File: src/rtl/memory_port_arbiter_pkg.sv
// memory_port_arbiter_pkg: shared byte/bus types and port identifiers for the memory front end
// Contents: DEFAULT_TYPE byte, MEMORY_FLAG_TYPE memory command, MEMORY_PORT_TYPE requester id, MEMSIZE.
package memory_port_arbiter_pkg;
    typedef logic [7:0] DEFAULT_TYPE;
    typedef enum logic [1:0] {MEMORY_NONE, MEMORY_READ, MEMORY_WRITE} MEMORY_FLAG_TYPE;
    typedef enum logic {PORT_FETCH, PORT_DATA} MEMORY_PORT_TYPE;
    localparam int MEMSIZE = 256;
endpackage

File: src/rtl/memory_port_arbiter_if.sv
// memory_port_arbiter_if: fetch/data request-response channels plus the memory bus
// Modports: slave = arbiter side (drives ready/response/memory command), master = CPU/memory side.
interface memory_port_arbiter_if;
    import memory_port_arbiter_pkg::*;
    logic            fetch_req_valid;
    logic            fetch_req_ready;
    DEFAULT_TYPE     fetch_addr;
    logic            fetch_rsp_valid;
    logic            fetch_rsp_ready;
    DEFAULT_TYPE     fetch_rsp_data;
    logic            data_req_valid;
    logic            data_req_ready;
    logic            data_req_write;
    DEFAULT_TYPE     data_addr;
    DEFAULT_TYPE     data_wdata;
    logic            data_rsp_valid;
    logic            data_rsp_ready;
    DEFAULT_TYPE     data_rsp_data;
    MEMORY_FLAG_TYPE mem_ctrl;
    DEFAULT_TYPE     mem_addr;
    DEFAULT_TYPE     mem_write;
    DEFAULT_TYPE     mem_read;
    modport slave (
        input  fetch_req_valid, fetch_addr, fetch_rsp_ready,
        input  data_req_valid, data_req_write, data_addr, data_wdata, data_rsp_ready, mem_read,
        output fetch_req_ready, fetch_rsp_valid, fetch_rsp_data,
        output data_req_ready, data_rsp_valid, data_rsp_data, mem_ctrl, mem_addr, mem_write
    );
    modport master (
        output fetch_req_valid, fetch_addr, fetch_rsp_ready,
        output data_req_valid, data_req_write, data_addr, data_wdata, data_rsp_ready, mem_read,
        input  fetch_req_ready, fetch_rsp_valid, fetch_rsp_data,
        input  data_req_ready, data_rsp_valid, data_rsp_data, mem_ctrl, mem_addr, mem_write
    );
endinterface

File: src/rtl/memory_response_slot.sv
// memory_response_slot: one-entry response buffer, loaded from memory read data, popped by the consumer
// Ports: CLOCK, RESET (sync, active-high), load/load_data in, pop in, valid/data out.
module memory_response_slot
    import memory_port_arbiter_pkg::*;
(
    input  logic        CLOCK,
    input  logic        RESET,
    input  logic        load,
    input  DEFAULT_TYPE load_data,
    input  logic        pop,
    output logic        valid,
    output DEFAULT_TYPE data
);
    // The arbiter never loads a full slot, so load simply overrides pop.
    always_ff @(posedge CLOCK) begin
        if (RESET) begin
            valid <= 1'b0;
            data  <= '0;
        end else begin
            valid <= load ? 1'b1 : valid & ~pop;
            data  <= load ? load_data : data;
        end
    end
endmodule

File: src/rtl/memory_port_arbiter.sv
// memory_port_arbiter: round-robin front end sharing one single-port memory between fetch and data ports
// Ports: CLOCK, RESET (sync, active-high), bus (memory_port_arbiter_if.slave: both request/response channels and memory bus).
module memory_port_arbiter
    import memory_port_arbiter_pkg::*;
#(
    parameter bit DATA_FIRST = 1'b1
) (
    input  logic                   CLOCK,
    input  logic                   RESET,
    memory_port_arbiter_if.slave   bus
);
    logic            pend_valid;
    MEMORY_PORT_TYPE pend_port;
    MEMORY_PORT_TYPE last_grant;
    logic            fetch_elig, data_elig, grant_fetch, grant_data, data_rd, read_grant;
    // A read is only eligible when its port has nothing in flight and an empty slot,
    // so a capture can never land on a full slot. Nothing is granted during reset.
    always_comb begin
        fetch_elig  = ~RESET & bus.fetch_req_valid & ~bus.fetch_rsp_valid
                    & ~(pend_valid & pend_port == PORT_FETCH);
        data_elig   = ~RESET & bus.data_req_valid & (bus.data_req_write
                    | (~bus.data_rsp_valid & ~(pend_valid & pend_port == PORT_DATA)));
        grant_data  = data_elig & (~fetch_elig | last_grant == PORT_FETCH);
        grant_fetch = fetch_elig & ~grant_data;
        data_rd     = grant_data & ~bus.data_req_write;
        read_grant  = grant_fetch | data_rd;
    end
    assign bus.fetch_req_ready = grant_fetch;
    assign bus.data_req_ready  = grant_data;
    assign bus.mem_ctrl  = read_grant ? MEMORY_READ : grant_data ? MEMORY_WRITE : MEMORY_NONE;
    assign bus.mem_addr  = grant_data ? bus.data_addr : grant_fetch ? bus.fetch_addr : '0;
    assign bus.mem_write = (grant_data & bus.data_req_write) ? bus.data_wdata : '0;
    always_ff @(posedge CLOCK) begin
        if (RESET) begin
            pend_valid <= 1'b0;
            pend_port  <= PORT_FETCH;
            last_grant <= DATA_FIRST ? PORT_FETCH : PORT_DATA;
        end else begin
            pend_valid <= read_grant;
            if (read_grant)
                pend_port <= data_rd ? PORT_DATA : PORT_FETCH;
            if (grant_fetch | grant_data)
                last_grant <= grant_data ? PORT_DATA : PORT_FETCH;
        end
    end
    // Memory returns read data one cycle after the address; route it to the issuing port.
    memory_response_slot u_fetch_slot (
        .CLOCK     (CLOCK),
        .RESET     (RESET),
        .load      (pend_valid & pend_port == PORT_FETCH),
        .load_data (bus.mem_read),
        .pop       (bus.fetch_rsp_ready),
        .valid     (bus.fetch_rsp_valid),
        .data      (bus.fetch_rsp_data)
    );
    memory_response_slot u_data_slot (
        .CLOCK     (CLOCK),
        .RESET     (RESET),
        .load      (pend_valid & pend_port == PORT_DATA),
        .load_data (bus.mem_read),
        .pop       (bus.data_rsp_ready),
        .valid     (bus.data_rsp_valid),
        .data      (bus.data_rsp_data)
    );
endmodule

File: src/flat_wrapper.sv
// flat-port wrapper written by rule: the top's interface ports become plain ports
module memory_port_arbiter_flat import memory_port_arbiter_pkg::*;
#(
    parameter bit DATA_FIRST = 1'b1
)
  (CLOCK, RESET, bus_fetch_req_valid, bus_fetch_addr, bus_fetch_rsp_ready, bus_data_req_valid, bus_data_req_write, bus_data_addr, bus_data_wdata, bus_data_rsp_ready, bus_mem_read, bus_fetch_req_ready, bus_fetch_rsp_valid, bus_fetch_rsp_data, bus_data_req_ready, bus_data_rsp_valid, bus_data_rsp_data, bus_mem_ctrl, bus_mem_addr, bus_mem_write);
  memory_port_arbiter_if bus_i ();
  input  logic CLOCK;
  input  logic RESET;
  input wire logic [$bits(bus_i.fetch_req_valid)-1:0] bus_fetch_req_valid;
  input wire logic [$bits(bus_i.fetch_addr)-1:0] bus_fetch_addr;
  input wire logic [$bits(bus_i.fetch_rsp_ready)-1:0] bus_fetch_rsp_ready;
  input wire logic [$bits(bus_i.data_req_valid)-1:0] bus_data_req_valid;
  input wire logic [$bits(bus_i.data_req_write)-1:0] bus_data_req_write;
  input wire logic [$bits(bus_i.data_addr)-1:0] bus_data_addr;
  input wire logic [$bits(bus_i.data_wdata)-1:0] bus_data_wdata;
  input wire logic [$bits(bus_i.data_rsp_ready)-1:0] bus_data_rsp_ready;
  input wire logic [$bits(bus_i.mem_read)-1:0] bus_mem_read;
  output wire logic [$bits(bus_i.fetch_req_ready)-1:0] bus_fetch_req_ready;
  output wire logic [$bits(bus_i.fetch_rsp_valid)-1:0] bus_fetch_rsp_valid;
  output wire logic [$bits(bus_i.fetch_rsp_data)-1:0] bus_fetch_rsp_data;
  output wire logic [$bits(bus_i.data_req_ready)-1:0] bus_data_req_ready;
  output wire logic [$bits(bus_i.data_rsp_valid)-1:0] bus_data_rsp_valid;
  output wire logic [$bits(bus_i.data_rsp_data)-1:0] bus_data_rsp_data;
  output wire logic [$bits(bus_i.mem_ctrl)-1:0] bus_mem_ctrl;
  output wire logic [$bits(bus_i.mem_addr)-1:0] bus_mem_addr;
  output wire logic [$bits(bus_i.mem_write)-1:0] bus_mem_write;
  assign bus_i.fetch_req_valid = bus_fetch_req_valid;
  assign bus_i.fetch_addr = bus_fetch_addr;
  assign bus_i.fetch_rsp_ready = bus_fetch_rsp_ready;
  assign bus_i.data_req_valid = bus_data_req_valid;
  assign bus_i.data_req_write = bus_data_req_write;
  assign bus_i.data_addr = bus_data_addr;
  assign bus_i.data_wdata = bus_data_wdata;
  assign bus_i.data_rsp_ready = bus_data_rsp_ready;
  assign bus_i.mem_read = bus_mem_read;
  assign bus_fetch_req_ready = bus_i.fetch_req_ready;
  assign bus_fetch_rsp_valid = bus_i.fetch_rsp_valid;
  assign bus_fetch_rsp_data = bus_i.fetch_rsp_data;
  assign bus_data_req_ready = bus_i.data_req_ready;
  assign bus_data_rsp_valid = bus_i.data_rsp_valid;
  assign bus_data_rsp_data = bus_i.data_rsp_data;
  assign bus_mem_ctrl = bus_i.mem_ctrl;
  assign bus_mem_addr = bus_i.mem_addr;
  assign bus_mem_write = bus_i.mem_write;
  memory_port_arbiter #(.DATA_FIRST(DATA_FIRST)) u_core (.CLOCK(CLOCK), .RESET(RESET), .bus(bus_i));
endmodule
File: config.mk
export PLATFORM = sky130hd
export DESIGN_NAME = memory_port_arbiter_flat
export DESIGN_NICKNAME = d
export VERILOG_FILES = /design/src/rtl/memory_port_arbiter_pkg.sv /design/src/rtl/memory_port_arbiter_if.sv /design/src/rtl/memory_response_slot.sv /design/src/rtl/memory_port_arbiter.sv /design/src/flat_wrapper.sv
export SDC_FILE = /design/constraint.sdc
export NUM_CORES = 1
export LEC_CHECK = 0
export ABC_AREA = 1
export CORE_UTILIZATION = 33
export DETAILED_ROUTE_END_ITERATION = 8
export PLACE_DENSITY = 0.81
export SLEW_MARGIN = 20
export SYNTH_ARGS = -nofsm -noshare
export SYNTH_HDL_FRONTEND = slang
export SYNTH_SLANG_ARGS = --single-unit
File: constraint.sdc
create_clock -name CLOCK -period 1.7 [get_ports CLOCK]
set_input_delay 0.255 -clock CLOCK [delete_from_list [all_inputs] [get_ports CLOCK]]
set_output_delay 0.255 -clock CLOCK [all_outputs]
set_load 0.005 [all_outputs]
* Yosys cells after proc, flatten, opt, wreduce, memory -nomap -nowiden
Index checks and enable logic that the tools add are counted.
** Operators by class
- Mux-type cells :: 9
- Bitwise logic cells :: 30
** Operators with widths (count)
- two-way mux 8 bit :: 3
- bitwise AND 1 bit :: 14
- NOT 1 bit :: 12
- two-way mux 1 bit :: 4
- two-way mux 2 bit :: 2
- OR 1 bit :: 4
** Storage, ports and cells
- Register bits after elaboration :: 21
- Input bits :: 39
- Output and inout bits :: 38
- Logic and storage cells :: 46

* Longest topological paths before layout
- Depth in word-level cells :: 11
- Mapped depth :: 8
- Gate-level depth less buffers :: 8

* Hierarchy
A second synthesis with hierarchy kept.
** Unflattened totals
- Cells, all modules :: 150
- Area total of the unflattened synthesis :: 1057.3 µm²
** By module, submodules not included
- memory_response_slot :: times used 2, cells each 38, area an instance 304.0 µm², sequential area each 180.2 µm²
- memory_port_arbiter :: times used 1, cells each 74, area an instance 449.2 µm², sequential area each 60.1 µm²

* Least setup slack after synthesis
Ideal clock, no wire load.
- Path kind :: reg2out
- From :: register u_core.pend_valid
- To :: output port bus_mem_write[0]
- Data arrival time :: 1.019 ns
- Setup slack :: 0.426 ns
- Cell stages (with the launch flop) :: 8
- Cells stage by stage :: dfxtp_1 -> nand2_2 -> nand2_2 -> a21oi_4 -> nand2_4 -> nor2_4 -> inv_4 -> nor2_2
** On the way
- Cells in the longest elaborated chain, start to end :: 8
- Elaborated cells between the ends (all ways) :: 13
- Those cells by class :: mux (1); bitwise (12)
** Ends and longest elaborated chain
- from (decl) :: RTL line memory_port_arbiter.sv:12 : logic pend_valid;
- from (signal assigned) :: RTL line memory_port_arbiter.sv:39 : pend_valid <= read_grant;
- bitwise AND 1 bit (on tied branches) :: RTL line memory_port_arbiter.sv:22, memory_port_arbiter.sv:20
- NOT 1 bit (on tied branches) :: RTL line memory_port_arbiter.sv:22, memory_port_arbiter.sv:20
- bitwise AND 1 bit (on tied branches) :: RTL line memory_port_arbiter.sv:22, memory_port_arbiter.sv:20
- OR 1 bit or NOT 1 bit (tied branches) :: RTL line memory_port_arbiter.sv:22, memory_port_arbiter.sv:23
- bitwise AND 1 bit or OR 1 bit (tied branches) :: RTL line memory_port_arbiter.sv:21, memory_port_arbiter.sv:23
- bitwise AND 1 bit * :: RTL line memory_port_arbiter.sv:23 : grant_data = data_elig & (~fetch_elig | last_grant == PORT_FETCH);
- bitwise AND 1 bit * :: RTL line memory_port_arbiter.sv:32 : assign bus.mem_write = (grant_data & bus.data_req_write) ? bus.data_wdata : '0;
- two-way mux 8 bit * :: RTL line memory_port_arbiter.sv:32
- to (decl) :: RTL line flat_wrapper.sv:27 : output wire logic [$bits(bus_i.mem_write)-1:0] bus_mem_write;
Mark *: on every way between the ends. The rest lies on a longest branch, timed or not.

* Final worst setup path
- From :: input port bus_data_req_write
- To :: output port bus_mem_addr[7]
** On the way
- Cells in the longest elaborated chain, start to end :: 7
** Ends and longest elaborated chain
- from (decl) :: RTL line flat_wrapper.sv:14 : input wire logic [$bits(bus_i.data_req_write)-1:0] bus_data_req_write;
- OR 1 bit * :: RTL line memory_port_arbiter.sv:22 : | (~bus.data_rsp_valid & ~(pend_valid & pend_port == PORT_DATA)));
- bitwise AND 1 bit * :: RTL line memory_port_arbiter.sv:21 : data_elig = ~RESET & bus.data_req_valid & (bus.data_req_write
- bitwise AND 1 bit * :: RTL line memory_port_arbiter.sv:23
- NOT 1 bit :: RTL line memory_port_arbiter.sv:24 : grant_fetch = fetch_elig & ~grant_data;
- bitwise AND 1 bit :: RTL line memory_port_arbiter.sv:24
- two-way mux 8 bit :: RTL line memory_port_arbiter.sv:31 : assign bus.mem_addr = grant_data ? bus.data_addr : grant_fetch ? bus.fetch_addr : '0;
- two-way mux 8 bit * :: RTL line memory_port_arbiter.sv:31
- to (decl) :: RTL line flat_wrapper.sv:26 : output wire logic [$bits(bus_i.mem_addr)-1:0] bus_mem_addr;
Marked as above.

==> run summary <==
77 I/O pins were placed. The first detailed-routing pass ran for 6 iterations. The fraction of the yosys area taken by sequential cells was 0.419; the post-synthesis instance total was 149. From synthesis to final layout, the design area changed by 105%. The clock arrives with 4.75 ps of skew. The number of nets handed over by synthesis was 188. The actual slew at the worst max-slew pin was 273 ps; the minimum setup slack in the final design was -145 ps. 0 antenna diodes ended up in the layout. The cell area after layout was 0.00205 mm²; the number of clock buffers inserted by TritonCTS was 3.

The run gives 424 µm² as the area taken by flip-flops and latches. The met1 demand-to-capacity share in global routing is 0.248, and the number of clock sinks seen by CTS is 21. The number of storage elements in the synthesis netlist is 21, and the mean routed wirelength per cell is 11.4 µm.

Timing analysis after detailed placement gives a worst setup slack of -545 ps. The proportion of netlist area held by the largest area contributor is 0.419. The die covers 0.00327 mm². The period utilization is 1.09, and the fmax is 542 MHz.

After filler insertion, the fill cell instance count of the layout stands at 234. In the final design database the tool counted 295 nets. The combined global-route utilization of all metal layers came out at 0.202. Post-route antenna net violation count: 0.

The number of buffers added on ports is 76. Summing all placed instances gives a cell area of 0.00188 mm². The run gives 0.350 as the met2 global-route usage.

For this run the aggregate overflow at the end of global routing stands at 0. TritonCTS built the clock tree. The number of remaining DRC errors is 6.

The cell area that synthesis handed to floorplanning was 0.00100 mm². After synthesis, the cell types taking the most area are sky130_fd_sc_hd__dfxtp_1 (42%), sky130_fd_sc_hd__nor2_1 (14%), sky130_fd_sc_hd__nand2_1 (12%). The global-route layer with the greatest usage is met2. Post-synthesis async set-or-reset flop share: 0. The die is 57.1 µm wide.

The worst-case register-to-register setup slack was 110 ps; the number of hold buffers added after CTS was 0. Setup violations remaining at the end of the flow were counted as 17. The logs give 1,145 for the number of global-route vias before repair and 0.334 for the share of power burned in combinational logic. The Yosys step of the flow raised 0 warnings. At the worst endpoint, the arrival time is 1590 ps. The flow ran to the end, but the final reports show violations.

The final route contains 1,262 vias. In the synthesized netlist the dominant register cell turns out to be sky130_fd_sc_hd__dfxtp_1. The run gives 0.817 as the worst slew margin relative to its limit. Of all nets on the critical path, the largest fanout is 4. The clock latency reported for the late side of the worst-skew pair was 310 ps. Final routed wirelength across all metal layers: 3.27 mm. The worst setup path is captured at a primary output. The run gives 2.24 mm as the post-DP HPWL. The commonest cells after synthesis are sky130_fd_sc_hd__nor2_1 (38), sky130_fd_sc_hd__nand2_1 (31), sky130_fd_sc_hd__dfxtp_1 (21). The library cell with the highest instance count after synthesis is sky130_fd_sc_hd__nor2_1. The clock passes through at most 2 buffers.

The run gives 0.967 nW as the leakage dissipation. The net switching component of the power is 0.332 mW, and the multi-input logic area is 546 µm². The switching power as a share of total power was 0.280; the maximum level of the CTS H-tree was 1. Kind of critical path: in2out. The tools report the startpoint type of the worst setup path as a primary input. The share of cells above drive strength 1 works out to 0.345. For the initial antenna violation count, the log shows 0. Clock-pin slew was measured on the worst setup and hold paths at 110 ps.

Mean instance size in the synthesized netlist: 6.73 µm². Wire length of the first global-routing pass: 5.07 mm. The tool flagged a number of max-cap violations equal to 0. The vertical die dimension was 57.1 µm; the starting DRC count in detailed routing was 40. The min-delay analysis places its worst path in the category in2reg. Yosys mapped a number of flops with a built-in enable equal to 0.

The starting density of the core was 0.355; the clock share of power was 0.208. The netlist uses 19 different library cells. The logs give 0 for the final count of pins violating max slew and 19 for the row count. The met3 routing resource usage after global routing is 0.0454, and the fraction of power consumed by sequential logic is 0.459. Setup repair after global routing could not meet its margin everywhere. The number of endpoints with negative hold slack in the final report is 0. The final weighted congestion of routability-driven global placement is 0.709, and the minimum clock period is 1840 ps. VDD sags by at most 0.000406 V. The average via count per standard cell came out at 4.41. After floorplanning, the core was sized to cover 0.00283 mm².

Of all cell types, the one taking the most synthesized area is sky130_fd_sc_hd__dfxtp_1. Data on the critical path is required at its endpoint by 1440 ps. Clock tree synthesis selected as its root buffer the cell sky130_fd_sc_hd__clkbuf_4.

The checks that failed: design-rule violations, negative setup slack. Entering global routing, the biggest net connects 19 pins. The internal portion of the total power is 0.853 mW.

The power density over the cells was 577 mW/mm².
## cell usage in the layout, fill, tap and decap left out
cell type	netlist	layout
sky130_fd_sc_hd__a21oi_1	1	1
sky130_fd_sc_hd__a21oi_4	1	1
sky130_fd_sc_hd__buf_2	1	15
sky130_fd_sc_hd__buf_4	1	18
sky130_fd_sc_hd__buf_6	0	11
sky130_fd_sc_hd__clkbuf_1	1	1
sky130_fd_sc_hd__clkbuf_2	0	1
sky130_fd_sc_hd__clkbuf_4	0	3
sky130_fd_sc_hd__clkdlybuf4s15_1	0	2
sky130_fd_sc_hd__clkdlybuf4s50_1	0	55
sky130_fd_sc_hd__clkinv_1	1	1
sky130_fd_sc_hd__clkinvlp_4	0	1
sky130_fd_sc_hd__dfxtp_1	21	18
sky130_fd_sc_hd__dfxtp_2	0	3
sky130_fd_sc_hd__dlygate4sd2_1	0	1
sky130_fd_sc_hd__inv_1	15	13
sky130_fd_sc_hd__inv_2	2	3
sky130_fd_sc_hd__inv_4	2	2
sky130_fd_sc_hd__inv_6	0	2
sky130_fd_sc_hd__nand2_1	31	19
sky130_fd_sc_hd__nand2_2	4	13
sky130_fd_sc_hd__nand2_4	1	4
sky130_fd_sc_hd__nand3_1	2	2
sky130_fd_sc_hd__nand4_4	0	1
sky130_fd_sc_hd__nor2_1	38	38
sky130_fd_sc_hd__nor2_2	9	8
sky130_fd_sc_hd__nor2_4	1	2
sky130_fd_sc_hd__o21ai_0	16	16
## power groups by stage
stage | Sequential [mW] | Combinational, mW | Clock [mW]
floorplan | 0.553 | 0.117 | 0
global placement | 0.550 | 0.342 | 0
detailed placement | 0.551 | 0.347 | 0
CTS | 0.541 | 0.378 | 0.248
global route | 0.548 | 0.429 | 0.273
finish | 0.544 | 0.396 | 0.246
## logic make-up (layout without fill, tap and decap cells)
kind of cell           after synthesis  in the layout  share of synthesized area
buffers and inverters               23            129                     0.0960
AOI/OAI and AO/OA                   18             18                      0.101
DFF                                 21             21                      0.419
and+or+nand+nor                     87             87                      0.384
## through the flow
step	util	TNS, ps	power [mW]	instances	hold slack (ps)
floorplan	-	0	0.670	149	324
finish	0.726	-1730	1.19	286	354
detailed placement	0.663	-9810	0.898	265	470
CTS	0.716	-2130	1.17	285	323
global route	0.726	-3290	1.25	286	356
global placement	0.663	-9060	0.892	265	461
## final timing paths
kind,startpoint,endpoint,cells past startpoint
worst min register to register,u_core.u_data_slot.data[7],u_core.u_data_slot.data[7],2
worst max-delay path,bus_data_req_write,bus_mem_addr[7],10
worst min-delay path,RESET,u_core.u_fetch_slot.valid,2
worst max register to register,u_core.pend_port,u_core.pend_port,12
## layout make-up
| cell class | count | area share |
|---|---|---|
| clock buffer | 4 | 0.0128 |
| inverter | 20 | 0.0426 |
| multi-input combinational | 105 | 0.266 |
| sequential | 21 | 0.206 |
| tap | 31 | 0.0189 |
| timing repair buffer | 103 | 0.447 |
| timing repair inverter | 2 | 0.00670 |
## registers in the layout (all words and copies together) (netlist names)
| register | flops |
|---|---|
| u_core.pend_valid | 1 |
| u_core.u_data_slot.data | 8 |
| u_core.u_fetch_slot.data | 8 |
| u_core.u_fetch_slot.valid | 1 |
| u_core.pend_port | 1 |
| u_core.u_data_slot.valid | 1 |
| u_core.last_grant | 1 |
## worst max-delay path: stages
cell,delay (ps)
sky130_fd_sc_hd__clkdlybuf4s50_1,450
sky130_fd_sc_hd__inv_1,80
sky130_fd_sc_hd__a21oi_4,180
sky130_fd_sc_hd__nand2_4,100
sky130_fd_sc_hd__nand2_4,90
sky130_fd_sc_hd__clkinvlp_4,110
sky130_fd_sc_hd__buf_6,130
sky130_fd_sc_hd__nand2_2,40
sky130_fd_sc_hd__nand2_1,40
sky130_fd_sc_hd__buf_2,120
## timing repair
item,CTS,global route
setup endpoints to repair,20,20
hold endpoints to repair,0,0
pin swaps,8,8
setup buffers,14,1
resized for setup,88,24
cloned,2,0
## per-layer routing
| metal | up-vias | part of all wire |
|---|---|---|
| li1 | 662 | - |
| met1 | 555 | 0.44 |
| met2 | 39 | 0.50 |
| met3 | 6 | 0.045 |
| met4 | 0 | 0.011 |
| met5 | - | 0 |
Note: power is estimated with default switching activity, not from simulation.
